<file path="config.mk">
export PLATFORM = sky130hd
export DESIGN_NAME = spi_reg_slave
export DESIGN_NICKNAME = d
export VERILOG_FILES = /design/src/rtl/spi_pkg.sv /design/src/rtl/spi_pin_sync.sv /design/src/rtl/spi_reg_slave.sv
export SDC_FILE = /design/constraint.sdc
export NUM_CORES = 1
export LEC_CHECK = 0
export CORE_AREA = 5 5 123 154
export DETAILED_ROUTE_END_ITERATION = 8
export DIE_AREA = 0 0 128 159
export PLACE_DENSITY = 0.72
export SYNTH_ARGS = -nofsm -noshare
export SYNTH_HDL_FRONTEND = slang
export SYNTH_SLANG_ARGS = --single-unit
</file>
<file path="constraint.sdc">
create_clock -name clk -period 5.05 [get_ports clk]
set_input_delay 1.01 -clock clk [delete_from_list [all_inputs] [get_ports clk]]
set_output_delay 1.01 -clock clk [all_outputs]
set_load 0.05 [all_outputs]
</file>
<file path="src/rtl/spi_pkg.sv">
`default_nettype none
// ============================================================================
// Module   : spi_pkg
// Brief    : Shared constants and FSM state type for the SPI register slave.
// Revision : 1.0  initial release
// ============================================================================
package spi_pkg;

    // Bit position of the read/write flag inside the command byte.
    localparam int SPI_CMD_RW = 0;

    // Fixed device identifier returned from address 0.
    localparam logic [7:0] DEVID_DEFAULT = 8'hAD;

    typedef enum logic [1:0] {
        IDLE  = 2'd0,
        CMD   = 2'd1,
        READ  = 2'd2,
        WRITE = 2'd3
    } spi_state_e;

endpackage
`default_nettype wire

</file>
<file path="src/rtl/spi_pin_sync.sv">
`default_nettype none
// ============================================================================
// Module   : spi_pin_sync
// Brief    : N-stage flip-flop synchroniser with rise/fall edge detection.
// Revision : 1.0  initial release
// ============================================================================
module spi_pin_sync #(
    parameter int   STAGES    = 2,
    parameter logic RESET_VAL = 1'b0
) (
    input  logic clk,
    input  logic rst_n,
    input  logic pin_i,
    output logic sync_o,
    output logic rise_o,
    output logic fall_o
);

    logic [STAGES-1:0] chain_q;
    logic              dly_q;

    // Shift the pin through the chain; keep one extra delayed copy for edges.
    always_ff @(posedge clk or negedge rst_n) begin
        if (!rst_n) begin
            chain_q <= {STAGES{RESET_VAL}};
            dly_q   <= RESET_VAL;
        end else begin
            chain_q <= {chain_q[STAGES-2:0], pin_i};
            dly_q   <= chain_q[STAGES-1];
        end
    end

    assign sync_o = chain_q[STAGES-1];
    assign rise_o = chain_q[STAGES-1] & ~dly_q;
    assign fall_o = ~chain_q[STAGES-1] & dly_q;

endmodule
`default_nettype wire

</file>
<file path="src/rtl/spi_reg_slave.sv">
`default_nettype none
// ============================================================================
// Module   : spi_reg_slave
// Brief    : SPI mode-0 responder with a byte-wide register file. All SPI pins
//            are oversampled in the clk domain.
// Revision : 1.0  initial release
// ============================================================================
module spi_reg_slave
    import spi_pkg::*;
#(
    parameter int         NUM_REGS    = 16,
    parameter logic [7:0] DEVID       = DEVID_DEFAULT,
    parameter int         SYNC_STAGES = 2
) (
    input  logic       clk,
    input  logic       rst_n,
    input  logic       sclk,
    input  logic       cs_n,
    input  logic       mosi,
    output logic       miso,
    output logic       miso_oe,
    input  logic       host_wr_en,
    input  logic [3:0] host_wr_addr,
    input  logic [7:0] host_wr_data,
    output logic       spi_wr_valid,
    output logic [3:0] spi_wr_addr,
    output logic [7:0] spi_wr_data,
    output logic       frame_done,
    output logic       busy
);

    localparam int         AW         = $clog2(NUM_REGS);
    localparam logic [6:0] NUM_REGS_A = 7'(NUM_REGS);

    logic sclk_s, sclk_rise, sclk_fall;
    logic mosi_s, mosi_rise, mosi_fall;
    logic cs_s, cs_rise, cs_fall;

    // The cs_n chain resets low: if cs_n is still held low when reset is
    // released no falling edge is seen, so the slave waits for a fresh frame.
    spi_pin_sync #(.STAGES(SYNC_STAGES), .RESET_VAL(1'b0)) u_sync_sclk (
        .clk(clk), .rst_n(rst_n), .pin_i(sclk),
        .sync_o(sclk_s), .rise_o(sclk_rise), .fall_o(sclk_fall));
    spi_pin_sync #(.STAGES(SYNC_STAGES), .RESET_VAL(1'b0)) u_sync_mosi (
        .clk(clk), .rst_n(rst_n), .pin_i(mosi),
        .sync_o(mosi_s), .rise_o(mosi_rise), .fall_o(mosi_fall));
    spi_pin_sync #(.STAGES(SYNC_STAGES), .RESET_VAL(1'b0)) u_sync_cs (
        .clk(clk), .rst_n(rst_n), .pin_i(cs_n),
        .sync_o(cs_s), .rise_o(cs_rise), .fall_o(cs_fall));

    logic unused_sync;
    assign unused_sync = ^{sclk_s, mosi_rise, mosi_fall, cs_s};

    spi_state_e state_q, state_d;
    logic [2:0] bit_cnt_q, bit_cnt_d;
    logic [6:0] rx_q, rx_d;
    logic [7:0] tx_q, tx_d;
    logic [6:0] addr_q, addr_d;
    logic       byte_seen_q, byte_seen_d;
    logic       miso_q, miso_d;
    logic       frame_done_q, frame_done_d;
    logic       wr_valid_q, wr_valid_d;
    logic [3:0] wr_addr_q, wr_addr_d;
    logic [7:0] wr_data_q, wr_data_d;

    logic [7:0] regs_q [NUM_REGS];

    logic [7:0] byte_w;
    logic [6:0] addr_nxt;
    logic [6:0] rd_sel;
    logic [7:0] rd_data;
    logic       spi_we;

    assign byte_w   = {rx_q, mosi_s};
    assign addr_nxt = (addr_q >= NUM_REGS_A - 7'd1) ? 7'd0 : addr_q + 7'd1;
    // In CMD the byte being completed carries the start address; otherwise
    // the next sequential address is prefetched.
    assign rd_sel   = (state_q == CMD) ? byte_w[7:1] : addr_nxt;
    assign rd_data  = (rd_sel < NUM_REGS_A) ? regs_q[rd_sel[AW-1:0]] : 8'h00;

    // Frame sequencing: command decode, read shifting and write commits.
    always_comb begin
        state_d      = state_q;
        bit_cnt_d    = bit_cnt_q;
        rx_d         = rx_q;
        tx_d         = tx_q;
        addr_d       = addr_q;
        byte_seen_d  = byte_seen_q;
        miso_d       = miso_q;
        frame_done_d = 1'b0;
        wr_valid_d   = 1'b0;
        wr_addr_d    = wr_addr_q;
        wr_data_d    = wr_data_q;
        spi_we       = 1'b0;

        if (cs_rise) begin
            // Any partial byte is simply dropped here.
            frame_done_d = (state_q != IDLE) && byte_seen_q;
            state_d      = IDLE;
            bit_cnt_d    = 3'd0;
            byte_seen_d  = 1'b0;
            miso_d       = 1'b0;
        end else begin
            case (state_q)
                IDLE: begin
                    if (cs_fall) begin
                        state_d     = CMD;
                        bit_cnt_d   = 3'd0;
                        byte_seen_d = 1'b0;
                        miso_d      = 1'b0;
                    end
                end
                CMD: begin
                    if (sclk_rise) begin
                        rx_d      = byte_w[6:0];
                        bit_cnt_d = bit_cnt_q + 3'd1;
                        if (bit_cnt_q == 3'd7) begin
                            byte_seen_d = 1'b1;
                            addr_d      = byte_w[7:1];
                            if (byte_w[SPI_CMD_RW]) begin
                                state_d = READ;
                                tx_d    = rd_data;
                            end else begin
                                state_d = WRITE;
                            end
                        end
                    end
                end
                READ: begin
                    if (sclk_fall) begin
                        miso_d = tx_q[7];
                        tx_d   = {tx_q[6:0], 1'b0};
                    end
                    if (sclk_rise) begin
                        rx_d      = byte_w[6:0];
                        bit_cnt_d = bit_cnt_q + 3'd1;
                        if (bit_cnt_q == 3'd7) begin
                            addr_d = addr_nxt;
                            tx_d   = rd_data;
                        end
                    end
                end
                WRITE: begin
                    if (sclk_rise) begin
                        rx_d      = byte_w[6:0];
                        bit_cnt_d = bit_cnt_q + 3'd1;
                        if (bit_cnt_q == 3'd7) begin
                            wr_valid_d = 1'b1;
                            wr_addr_d  = addr_q[3:0];
                            wr_data_d  = byte_w;
                            spi_we     = (addr_q != 7'd0) && (addr_q < NUM_REGS_A);
                            addr_d     = addr_nxt;
                        end
                    end
                end
                default: state_d = IDLE;
            endcase
        end
    end

    // Control state register.
    always_ff @(posedge clk or negedge rst_n) begin
        if (!rst_n) begin
            state_q      <= IDLE;
            bit_cnt_q    <= 3'd0;
            rx_q         <= 7'd0;
            tx_q         <= 8'h00;
            addr_q       <= 7'd0;
            byte_seen_q  <= 1'b0;
            miso_q       <= 1'b0;
            frame_done_q <= 1'b0;
            wr_valid_q   <= 1'b0;
            wr_addr_q    <= 4'd0;
            wr_data_q    <= 8'h00;
        end else begin
            state_q      <= state_d;
            bit_cnt_q    <= bit_cnt_d;
            rx_q         <= rx_d;
            tx_q         <= tx_d;
            addr_q       <= addr_d;
            byte_seen_q  <= byte_seen_d;
            miso_q       <= miso_d;
            frame_done_q <= frame_done_d;
            wr_valid_q   <= wr_valid_d;
            wr_addr_q    <= wr_addr_d;
            wr_data_q    <= wr_data_d;
        end
    end

    // Register file: entry 0 holds DEVID permanently; SPI beats host on collision.
    always_ff @(posedge clk or negedge rst_n) begin
        if (!rst_n) begin
            for (int i = 0; i < NUM_REGS; i++) begin
                regs_q[i] <= (i == 0) ? DEVID : 8'h00;
            end
        end else begin
            for (int i = 1; i < NUM_REGS; i++) begin
                if (spi_we && (addr_q[AW-1:0] == AW'(i))) begin
                    regs_q[i] <= byte_w;
                end else if (host_wr_en && (host_wr_addr == 4'(i))) begin
                    regs_q[i] <= host_wr_data;
                end
            end
        end
    end

    assign miso         = miso_q;
    assign miso_oe      = (state_q != IDLE);
    assign busy         = (state_q != IDLE);
    assign frame_done   = frame_done_q;
    assign spi_wr_valid = wr_valid_q;
    assign spi_wr_addr  = wr_addr_q;
    assign spi_wr_data  = wr_data_q;

endmodule
`default_nettype wire

</file>
After elaboration in Yosys (flattened, before gate mapping)
Index checks and enable logic that the tools add are counted.
- bits in registers: 171
- output and inout bits: 17
- word-level logic and storage cells: 229
- $add $sub $neg: 2
- magnitude comparators: 4
- eq/ne operators: 44
- muxes and demuxes: 75
- bitwise operators: 10
- reduce and logical (&&, ||, !) cells: 63
- operators by type and width (kind ; count):
    $mux W8 ; 39
    $eq A4 B4 Y1 const B ; 16
    $mux W7 ; 6
    $reduce_bool A2 Y1 ; 18
    $bmux W8 S4 ; 1
    $eq A4 B3 Y1 const B ; 8
    $logic_and A1 B1 Y1 ; 32
    $eq A4 B2 Y1 const B ; 4
    $mux W1 ; 16
    $pmux W8 S2 ; 1
    $lt A7 B5 Y1 const B ; 2
    $pmux W7 S2 ; 1
    $mux W3 ; 3
    $ne A3 B3 Y1 const B ; 3
    $eq A4 B1 Y1 const B ; 2
    $mux W2 ; 4
    $ne A2 B1 Y1 const B ; 4
    $reduce_and A4 Y1 ; 2
    $add A7 B1 Y7 const B ; 1
    $ge A7 B4 Y1 const B ; 1
    $reduce_bool A7 Y1 ; 1
    $pmux W3 S2 ; 1
    $reduce_and A3 Y1 ; 2
    $reduce_and A6 Y1 ; 1
    19 further kinds ; 29

Depth between registers and ports, before layout
Gate-level depths: netlist of run 1.
- depth after elaboration: 12
- depth in mapped cells: 11
- gate-level depth less buffers: 9

Modules after synthesis
Synthesis of run 1 repeated with hierarchy kept, for this count alone.
- cells, all modules: 968
- area total of the unflattened synthesis: 9122.5 um^2
- modules (own cells, without submodules) (module ; times used ; cells each ; area each (um^2) ; sequential area each (um^2)):
    spi_reg_slave ; 1 ; 953 ; 8852.2 ; 4053.9
    spi_pin_sync ; 3 ; 5 ; 90.1 ; 75.1

Worst setup path before layout of run 1
No wires, ideal clock.
- path kind: register -> output
- start point: reg state_q[1]
- end point: out miso_oe
- data arrival time: 1.314 ns
- required time: 4.040 ns
- setup slack: 2.726 ns
- stages on the path, launching flop included: 5
- path buffers: 2
- cell sequence: dfrtp_1 buf_2 nor2_1 inv_1 buf_4
- word-level cells in the longest chain between the ends: 1
- ends and longest elaborated chain (element ; RTL line ; RTL):
    start, declared ; spi_reg_slave.sv:54 ; spi_state_e state_q, state_d;
    start signal, assigned ; spi_reg_slave.sv:176 ; state_q <= state_d;
    $reduce_bool A2 Y1 ; n/a ;
    end, declared ; spi_reg_slave.sv:21 ; output logic miso_oe,
No other way between the ends.

Worst setup path in the final report of run 1
- start point: reg state_q[1]
- end point: reg tx_q[7]
- word-level cells in the longest chain between the ends: 11
- ends and longest elaborated chain (element ; RTL line ; RTL):
    $eq A2 B1 Y1 ; spi_reg_slave.sv:78, spi_reg_slave.sv:104 ;
    $mux W7 ; spi_reg_slave.sv:78 ; assign rd_sel = (state_q == CMD) ? byte_w[7:1] : addr_nxt;
    $not A4 Y5 (implied by the code) ; spi_reg_slave.sv:79 ; assign rd_data = (rd_sel < NUM_REGS_A) ? regs_q[rd_sel[AW-1:0]] : 8'h00;
    $bmux W8 S4 ; spi_reg_slave.sv:79 ;
    $mux W8 (implied by the code) (2 in a row) ; spi_reg_slave.sv:79 ;
    $mux W8 ; spi_reg_slave.sv:79 ;
    $mux W8 ; spi_reg_slave.sv:120 ; if (byte_w[SPI_CMD_RW]) begin
    $mux W8 ; spi_reg_slave.sv:117 ; if (bit_cnt_q == 3'd7) begin
    $mux W8 ; spi_reg_slave.sv:114 ; if (sclk_rise) begin
    $pmux W8 S2 ; spi_reg_slave.sv:104 ; case (state_q)
    end signal, assigned ; spi_reg_slave.sv:179 ; tx_q <= tx_d;
    end, declared ; spi_reg_slave.sv:57 ; logic [7:0] tx_q, tx_d;
Parallel ways exist; a longest one is shown, timed or not. The select of a mux whose other input is x is not followed.
A chain may end at the register's enable or synchronous reset.

==> results of run 1 <==
metal layers:
layer  up-vias  wire (um)  part of all wire  GRT usage
li1       3441          -                 -          -
met1      3590      11090              0.42     0.3578
met2       302      12700              0.48     0.4242
met3        78       1470             0.055    0.04228
met4         0       1357             0.051     0.1361
met5         -          0                 0          0
sequential cells by signal, indices dropped and copies added (netlist names):
register,cells
rx_q,7
regs_q,120
spi_wr_addr,4
u_sync_cs.dly_q,1
frame_done,1
u_sync_sclk.chain_q,2
bit_cnt_q,3
addr_q,7
u_sync_cs.chain_q,2
spi_wr_data,8
spi_wr_valid,1
u_sync_sclk.dly_q,1
u_sync_mosi.chain_q,2
state_q,2
tx_q,8
miso,1
worst paths after layout:
check	slack, ns	startpoint	end	cells past startpoint
worst max-delay path	1.58	state_q[1]	tx_q[7]	8
worst min-delay path	0.35	u_sync_mosi.chain_q[0]	u_sync_mosi.chain_q[1]	0
worst max register to register	1.58	state_q[1]	tx_q[7]	8
worst min register to register	0.35	u_sync_mosi.chain_q[0]	u_sync_mosi.chain_q[1]	0
max in group asynchronous	3.27	rst_n	regs_q[53]	2
min in group asynchronous	0.63	rst_n	spi_wr_data[3]	1
through the flow:
stage	util	instance area [um^2]
floorplan	-	9281
global placement	0.5516	9542
detailed placement	0.5516	9542
CTS	0.5867	10150
global route	0.5867	10150
finish	0.5867	10150
Yosys cell counts (5+ instances only):
| master | n | area share |
|---|---|---|
| nand2_1 | 213 | 0.086 |
| ha_1 | 7 | 0.0094 |
| and3_1 | 13 | 0.0088 |
| nor2_1 | 27 | 0.011 |
| o22ai_1 | 5 | 0.0034 |
| buf_2 | 34 | 0.018 |
| and2_1 | 15 | 0.010 |
| clkbuf_1 | 37 | 0.015 |
| o21ai_0 | 135 | 0.073 |
| a22oi_1 | 12 | 0.0097 |
| nor2b_1 | 9 | 0.0061 |
| nor3_1 | 6 | 0.0032 |
| inv_1 | 11 | 0.0044 |
| nand3b_1 | 6 | 0.0049 |
| nand2b_1 | 10 | 0.0067 |
| dfrtp_1 | 170 | 0.46 |
| buf_1 | 7 | 0.0028 |
| nand3_1 | 32 | 0.017 |
| a31oi_1 | 10 | 0.0067 |
| buf_4 | 11 | 0.0089 |
| mux2i_1 | 128 | 0.14 |
| mux2_2 | 20 | 0.024 |
| a21oi_1 | 23 | 0.012 |
cells by family after synthesis:
kind of cell / share of synthesized area
and+or+nand+nor: 0.1681
AOI/OAI and AO/OA: 0.1468
DFF: 0.4583
muxes: 0.1623
buffers and inverters: 0.05311
adders and majority gates: 0.009436
xor gates and xnor gates: 0.001888
area by class of cell:
cell class                 instances  area, um^2
fill                            1553        7148
tap                              224       280.3
clock buffer                      19       442.9
inverter                          11       41.29
sequential                       170        4254
timing repair buffer              46       431.7
multi-input combinational        729        4534
clock inverter                    13       163.9
worst register-to-register path: stages, from the launching register on:
cell	delay [ns]
dfrtp_1	0.76
nand2b_1	0.38
a41o_1	0.85
buf_4	0.42
nand2_1	0.09
and3_1	0.14
o21ai_0	0.29
o2111ai_1	0.22
a31oi_1	0.24
power groups by stage:
stage / registers (mW) / logic (mW) / clock network [mW]
finish: 1.84 / 1.07 / 1.37
global route: 1.86 / 1.15 / 1.44
detailed placement: 1.85 / 1.05 / 0
CTS: 1.83 / 1.05 / 1.38
floorplan: 1.74 / 0.752 / 0
global placement: 1.85 / 1.03 / 0
==> flow_metrics.tcl, run 1 <==
set metrics [dict create \
    status "finished, final reports clean" \
    cell_internal_pwr_mw 2.768 \
    finClkSkew_ns 0.01024 \
    cp.arrival_ns 3.84 \
    insertion_delay_ns 0.44 \
    yosysSeqAreaShare 0.4583 \
    grt_pass1_wl_mm 42.22 \
    max_freq_ghz 0.2880 \
    gp_routability_congestion 0.9599 \
    max_slew_margin 0.2564 \
    fp.dieH_um 159 \
    placement.io_buffers 34 \
    ys_warn_count 8 \
    htreeDepth 4 \
    synth_cells 1002 \
    grt_setup_unrepaired "false" \
    via_per_inst 6.115 \
    cap_viol_max_count 0 \
    crit_family "compound AO/OA/AOI/OAI gates" \
    drv_slew 0 \
    mostFrequentLayoutCells "213 x nand2_1, 170 x dfrtp_1, 135 x o21ai_0" \
    synth_seq_cells 170 \
    drt_iter0_markers 801 \
    path_class "register to register" \
    end_kind "register" \
    place_ws_ns 1.679 \
    cts_num_sinks 170 \
    mostFrequentLayoutCell "nand2_1" \
    rows 54 \
    critical_path_required_ns 5.42 \
    antenna_found_initial 0 \
    num_vias 7411 \
    wl_per_cell_um 21.96 \
    fin_cells 1212 \
    finalHoldViolCount 0 \
    synth_ff_type "dfrtp_1" \
    cp_num_buf_inv 1 \
    dp.final_hpwl_mm 17.33 \
    grt_pass1_vias 7320 \
    final-setup-viol-count 0 \
    post_route_cells_drive_above_1_share 0.07389 \
    ir_worst_vdd_uv 270.9 \
    syn_nets 1027 \
    initial_core_util 0.5366 \
    critical_path.max_stage_delay_ns 0.84 \
    cp-start-kind "register" \
    core_um2 17300 \
    clockPowerShare 0.321 \
    whs_ns 0.3496 \
    switchingPower_mw 1.508 \
    cp_max_fo 25 \
    hold_class "register to register" \
    drc 0 \
    p_per_area_nw_per_um2 421.3 \
    syn_avg_cell_area_um2 9.263 \
    yosysUniqueCellTypes 55 \
    antenna_cells 0 \
    crit_slowest_cell "a41o_1" \
    power_mw 4.276 \
    synth_edf_count 0 \
    setup_ws_ns 1.578 \
    die_w_um 128 \
    cts_tree "built" \
    grt_usage 0.2688 \
    post_cts_resized 0 \
    grt_max_degree 95 \
    p_leak_nw 4.181 \
    cts_hold_buf 0 \
    clock-root-buffer "clkbuf_16" \
    p_sw_frac 0.3527 \
    async_flop_share 1.000 \
    period_share 0.6876 \
    cts_setup_buffers 0 \
    cts_buffers 17 \
    final_antenna_net_count 0 \
    die-area_um2 20350 \
    tightest_slew_ns 1.115 \
    final_nets 1000 \
    cts_buffer_depth 2 \
    clk_pin_slew_worst_paths_ns 0.07 \
    crit_chain "nand2b_1, a41o_1, buf_4, nand2_1, and3_1, o21ai_0, o2111ai_1, a31oi_1" \
    synth_area_um2 9281 \
    area_delta_synth_final_pct 9.342 \
    pwr-share-seq 0.430 \
    routed_wl_mm 26.62 \
    gr-total-overflow 0 \
    final.setup.tns_ns 0 \
    pwr-share-comb 0.249 \
    dp_cells 1180 \
    period_needed_ns 3.472 \
    first_pass_iters 7 \
    io_pins 35 \
]
Power figures use the tool's default switching activity.
==> inputs of run 2 (changes only) <==
==> constraint.sdc (replaced) <==
create_clock -name clk -period 3.5 [get_ports clk]
set_input_delay 0.7 -clock clk [delete_from_list [all_inputs] [get_ports clk]]
set_output_delay 0.7 -clock clk [all_outputs]
set_load 0.05 [all_outputs]
==> flow_metrics.tcl, run 2 (synthesis gave the netlist of run 1 again) <==
set metrics [dict create \
    cts_buffer_depth 2 \
    status "finished, final reports clean" \
    p_leak_nw 4.303 \
    rows 54 \
    first_pass_iters 8 \
    power_mw 6.204 \
    grt_pass1_vias 7643 \
    gr-total-overflow 0 \
    wl_per_cell_um 21.81 \
    cp.arrival_ns 2.23 \
    via_per_inst 6.189 \
    drv_slew 0 \
    antenna_cells 0 \
    grt_usage 0.2702 \
    critical_path_required_ns 2.80 \
    insertion_delay_ns 0.43 \
    initial_core_util 0.5366 \
    final-setup-viol-count 0 \
    grt_pass1_wl_mm 42.99 \
    largest_register_ffs 120 \
    cp_max_fo 15 \
    fp.dieH_um 159 \
    placement.io_buffers 34 \
    finalHoldViolCount 0 \
    post_cts_resized 0 \
    cts_setup_buffers 0 \
    area_delta_synth_final_pct 11.43 \
    grt_max_degree 75 \
    gp_routability_congestion 1.030 \
    cts_hold_buf 0 \
    clock-root-buffer "clkbuf_16" \
    antenna_found_initial 0 \
    final.setup.tns_ns 0 \
    drt_iter0_markers 878 \
    drc 0 \
    core_um2 17300 \
    routed_wl_mm 26.94 \
    fill_cells 1524 \
    clk_pin_slew_worst_paths_ns 0.07 \
    final_antenna_net_count 0 \
    htreeDepth 4 \
    io_pins 35 \
    finClkSkew_ns 0.006376 \
    grt_setup_unrepaired "false" \
    mostFrequentLayoutCells "213 x nand2_1, 170 x dfrtp_1, 135 x o21ai_0" \
    cap_viol_max_count 0 \
    mostFrequentLayoutCell "nand2_1" \
    max_freq_ghz 0.3414 \
    ir_worst_vdd_uv 472.4 \
    p_per_area_nw_per_um2 599.9 \
    end_kind "output port" \
    cp-start-kind "register" \
    num_vias 7644 \
    period_share 0.8370 \
    die-area_um2 20350 \
    dp.final_hpwl_mm 18.24 \
    cts_num_sinks 170 \
    hold_class "input pin to asynchronous set/reset pin" \
    regMostFlops "regs_q" \
    cts_tree "built" \
    die_w_um 128 \
    tightest_slew_ns 0.9798 \
    cts_buffers 17 \
    post_route_cells_drive_above_1_share 0.09594 \
    period_needed_ns 2.929 \
    final_nets 1023 \
    max_slew_margin 0.3412 \
    path_class "register to output port" \
]
[run 2: power by group]
part / switching, mW / leakage (nW) / internal (mW)
registers: 0.267 / 1.99 / 2.33
clock network: 0.841 / 0.293 / 1.14
logic: 1.08 / 2.02 / 0.550
total: 2.19 / 4.30 / 4.02
[run 2: final timing paths]
path / startpoint / depth (start not counted) / slack, ns / end
hold / removal: rst_n / 1 / 0.30 / spi_wr_data[3]
setup / recovery: state_q[1] / 4 / 0.57 / busy
max in group asynchronous: rst_n / 2 / 2.39 / regs_q[93]
min in group clk: u_sync_cs.chain_q[0] / 0 / 0.35 / u_sync_cs.chain_q[1]
hold reg to reg: u_sync_cs.chain_q[0] / 0 / 0.35 / u_sync_cs.chain_q[1]
setup reg to reg: addr_q[0] / 8 / 0.67 / tx_q[7]
[run 2: area by class of cell]
type | count | area (um^2) | area share
multi-input cells | 729 | 4534 | 0.4384
flip-flops and latches | 170 | 4254 | 0.4113
repair buffers | 69 | 616.8 | 0.05964
clock buffers | 17 | 425.4 | 0.04113
well taps | 224 | 280.3 | 0.02710
clock inverters | 15 | 190.2 | 0.01839
inverters | 11 | 41.29 | 0.003992
[run 2: worst max-delay path, stage by stage, from the launching register on]
cell             delay (ns)
dfrtp_1                0.47
buf_4                  0.22
nor2_1                 0.29
inv_1                  0.10
clkdlybuf4s50_1        0.72
[run 2: metrics by stage]
| step | instance area, um^2 | instances | util | hold slack, ns | worst slack, ns |
|---|---|---|---|---|---|
| floorplan | 9281 | 1002 | - | 0.3312 | 1.395 |
| global placement | 9727 | 1203 | 0.5624 | 0.3323 | 0.7950 |
| detailed placement | 9727 | 1203 | 0.5624 | 0.3404 | 0.7446 |
| CTS | 10340 | 1235 | 0.5979 | 0.3176 | 0.5491 |
| global route | 10340 | 1235 | 0.5979 | 0.3561 | 0.4381 |
| finish | 10340 | 1235 | 0.5979 | 0.2989 | 0.5705 |
[run 2: metal layers]
metal,up-vias,GRT usage,share of wire
li1,3495,-,-
met1,3679,0.3564,0.40
met2,381,0.4268,0.47
met3,89,0.04664,0.074
met4,0,0.1380,0.052
met5,-,0,0
==> inputs of run 3 (changes only) <==
--- a/config.mk
+++ b/config.mk
@@ -8,7 +8,7 @@
 export CORE_AREA = 5 5 123 154
 export DETAILED_ROUTE_END_ITERATION = 8
 export DIE_AREA = 0 0 128 159
-export PLACE_DENSITY = 0.72
+export PLACE_DENSITY = 0.75
 export SYNTH_ARGS = -nofsm -noshare
 export SYNTH_HDL_FRONTEND = slang
 export SYNTH_SLANG_ARGS = --single-unit
==> constraint.sdc (replaced) <==
create_clock -name clk -period 2.45 [get_ports clk]
set_input_delay 0.49 -clock clk [delete_from_list [all_inputs] [get_ports clk]]
set_output_delay 0.49 -clock clk [all_outputs]
set_load 0.05 [all_outputs]
==> flow_metrics.tcl, run 3 (synthesis gave the netlist of run 1 again) <==
set metrics [dict create \
    path_class "register to register" \
    p_per_area_nw_per_um2 829.0 \
    mostFrequentLayoutCell "nand2_1" \
    largest_register_ffs 120 \
    critical_path_required_ns 2.75 \
    area_delta_synth_final_pct 15.60 \
    cp_max_fo 16 \
    power_mw 8.894 \
    antenna_cells 0 \
    die-area_um2 20350 \
    cts_buffers 17 \
    rows 54 \
    routed_wl_mm 27.86 \
    cp-start-kind "register" \
    core_um2 17300 \
    wl_per_cell_um 21.87 \
    fin_cells 1274 \
    hold_class "input pin to asynchronous set/reset pin" \
    dp.final_hpwl_mm 18.47 \
    grt_pass1_vias 7929 \
    regMostFlops "regs_q" \
    cp-startpoint "bit_cnt_q[0]" \
    mostFrequentLayoutCells "213 x nand2_1, 170 x dfrtp_1, 134 x o21ai_0" \
    grt_setup_unrepaired "false" \
    grt_max_degree 63 \
    end_kind "register" \
    num_vias 7957 \
    max_freq_ghz 0.4264 \
    fp.dieH_um 159 \
    final_nets 1062 \
    final-setup-viol-count 0 \
    placement.io_buffers 34 \
    drt_iter0_markers 679 \
    grt_usage 0.2753 \
    antenna_found_initial 0 \
    first_pass_iters 6 \
    initial_core_util 0.5366 \
    finalHoldViolCount 0 \
    tightest_slew_ns 0.6890 \
    max_slew_margin 0.5379 \
    gp_routability_congestion 1.024 \
    cts_hold_buf 0 \
    cp.arrival_ns 2.64 \
    cts_num_sinks 170 \
    cts_tree "built" \
    cts_buffer_depth 2 \
    via_per_inst 6.246 \
    insertion_delay_ns 0.44 \
    grt_pass1_wl_mm 43.69 \
    clk_pin_slew_worst_paths_ns 0.07 \
    period_needed_ns 2.345 \
    period_share 0.9573 \
    reg2reg_from "bit_cnt_q[0]" \
    drv_slew 0 \
    clock-root-buffer "clkbuf_16" \
    post_route_cells_drive_above_1_share 0.1429 \
    io_pins 35 \
    ir_worst_vdd_uv 571.8 \
    final_antenna_net_count 0 \
    dp_cells 1234 \
    status "finished, final reports clean" \
    cap_viol_max_count 0 \
    htreeDepth 4 \
    finClkSkew_ns 0.007151 \
    gr-total-overflow 0 \
    drc 0 \
    die_w_um 128 \
    p_leak_nw 4.520 \
]
-- run 3: metrics by stage --
step | setup TNS (ns) | area, um^2 | utilization | hold slack [ns] | setup WS (ns)
after floorplan | 0 | 9281 | - | 0.1944 | 0.3453
after global placement | 0 | 10020 | 0.5791 | 0.3315 | 0.01904
after detailed placement | -0.05880 | 10020 | 0.5791 | 0.3394 | -0.05880
after CTS | 0 | 10600 | 0.6127 | 0.05464 | 0.01569
after global routing | 0 | 10730 | 0.6203 | 0.07187 | 0.006903
final | 0 | 10730 | 0.6203 | 0.02613 | 0.1045
-- run 3: worst paths after layout --
path                       slack [ns]  depth (start not counted)                endpoint
max in group asynchronous        1.74                          2              regs_q[89]
min in group clk                 0.36                          0  u_sync_mosi.chain_q[1]
min                              0.03                          1          spi_wr_data[6]
max reg2reg                      0.10                          7              regs_q[52]
min reg2reg                      0.36                          0  u_sync_mosi.chain_q[1]
max                              0.10                          7              regs_q[52]
-- run 3: what timing repair did --
| action | in CTS | in global routing |
|---|---|---|
| setup endpoints to repair | 1 | 33 |
| setup buffers | 0 | 7 |
| pin swaps | 1 | 3 |
| gates cloned | 0 | 1 |
| gates resized for setup | 1 | 16 |
-- run 3: metal layers --
layer,part of all wire,global-route usage
met5,0,0
met4,0.062,0.1631
met3,0.077,0.06510
met2,0.47,0.4378
met1,0.39,0.3387
-- run 3: report_power, final --
group | internal, mW | switching (mW)
registers | 3.33 | 0.374
logic | 0.928 | 1.61
clock network | 1.36 | 1.30
-- run 3: final cells by class --
class | instances | area, um^2
clock buffer | 17 | 425.4
timing repair buffer | 108 | 984.7
inverter | 11 | 41.29
multi-input combinational | 729 | 4596
clock inverter | 15 | 147.6
fill | 1479 | 6568
sequential | 170 | 4254
tap | 224 | 280.3
-- run 3: critical path, stage by stage, from the launching register on --
cell and delay, ns:
dfrtp_1 0.36, ha_1 0.15, ha_1 0.19, and2_1 0.16
and4b_1 0.32, and3_1 0.28, and2_1 0.53, o21ai_0 0.20
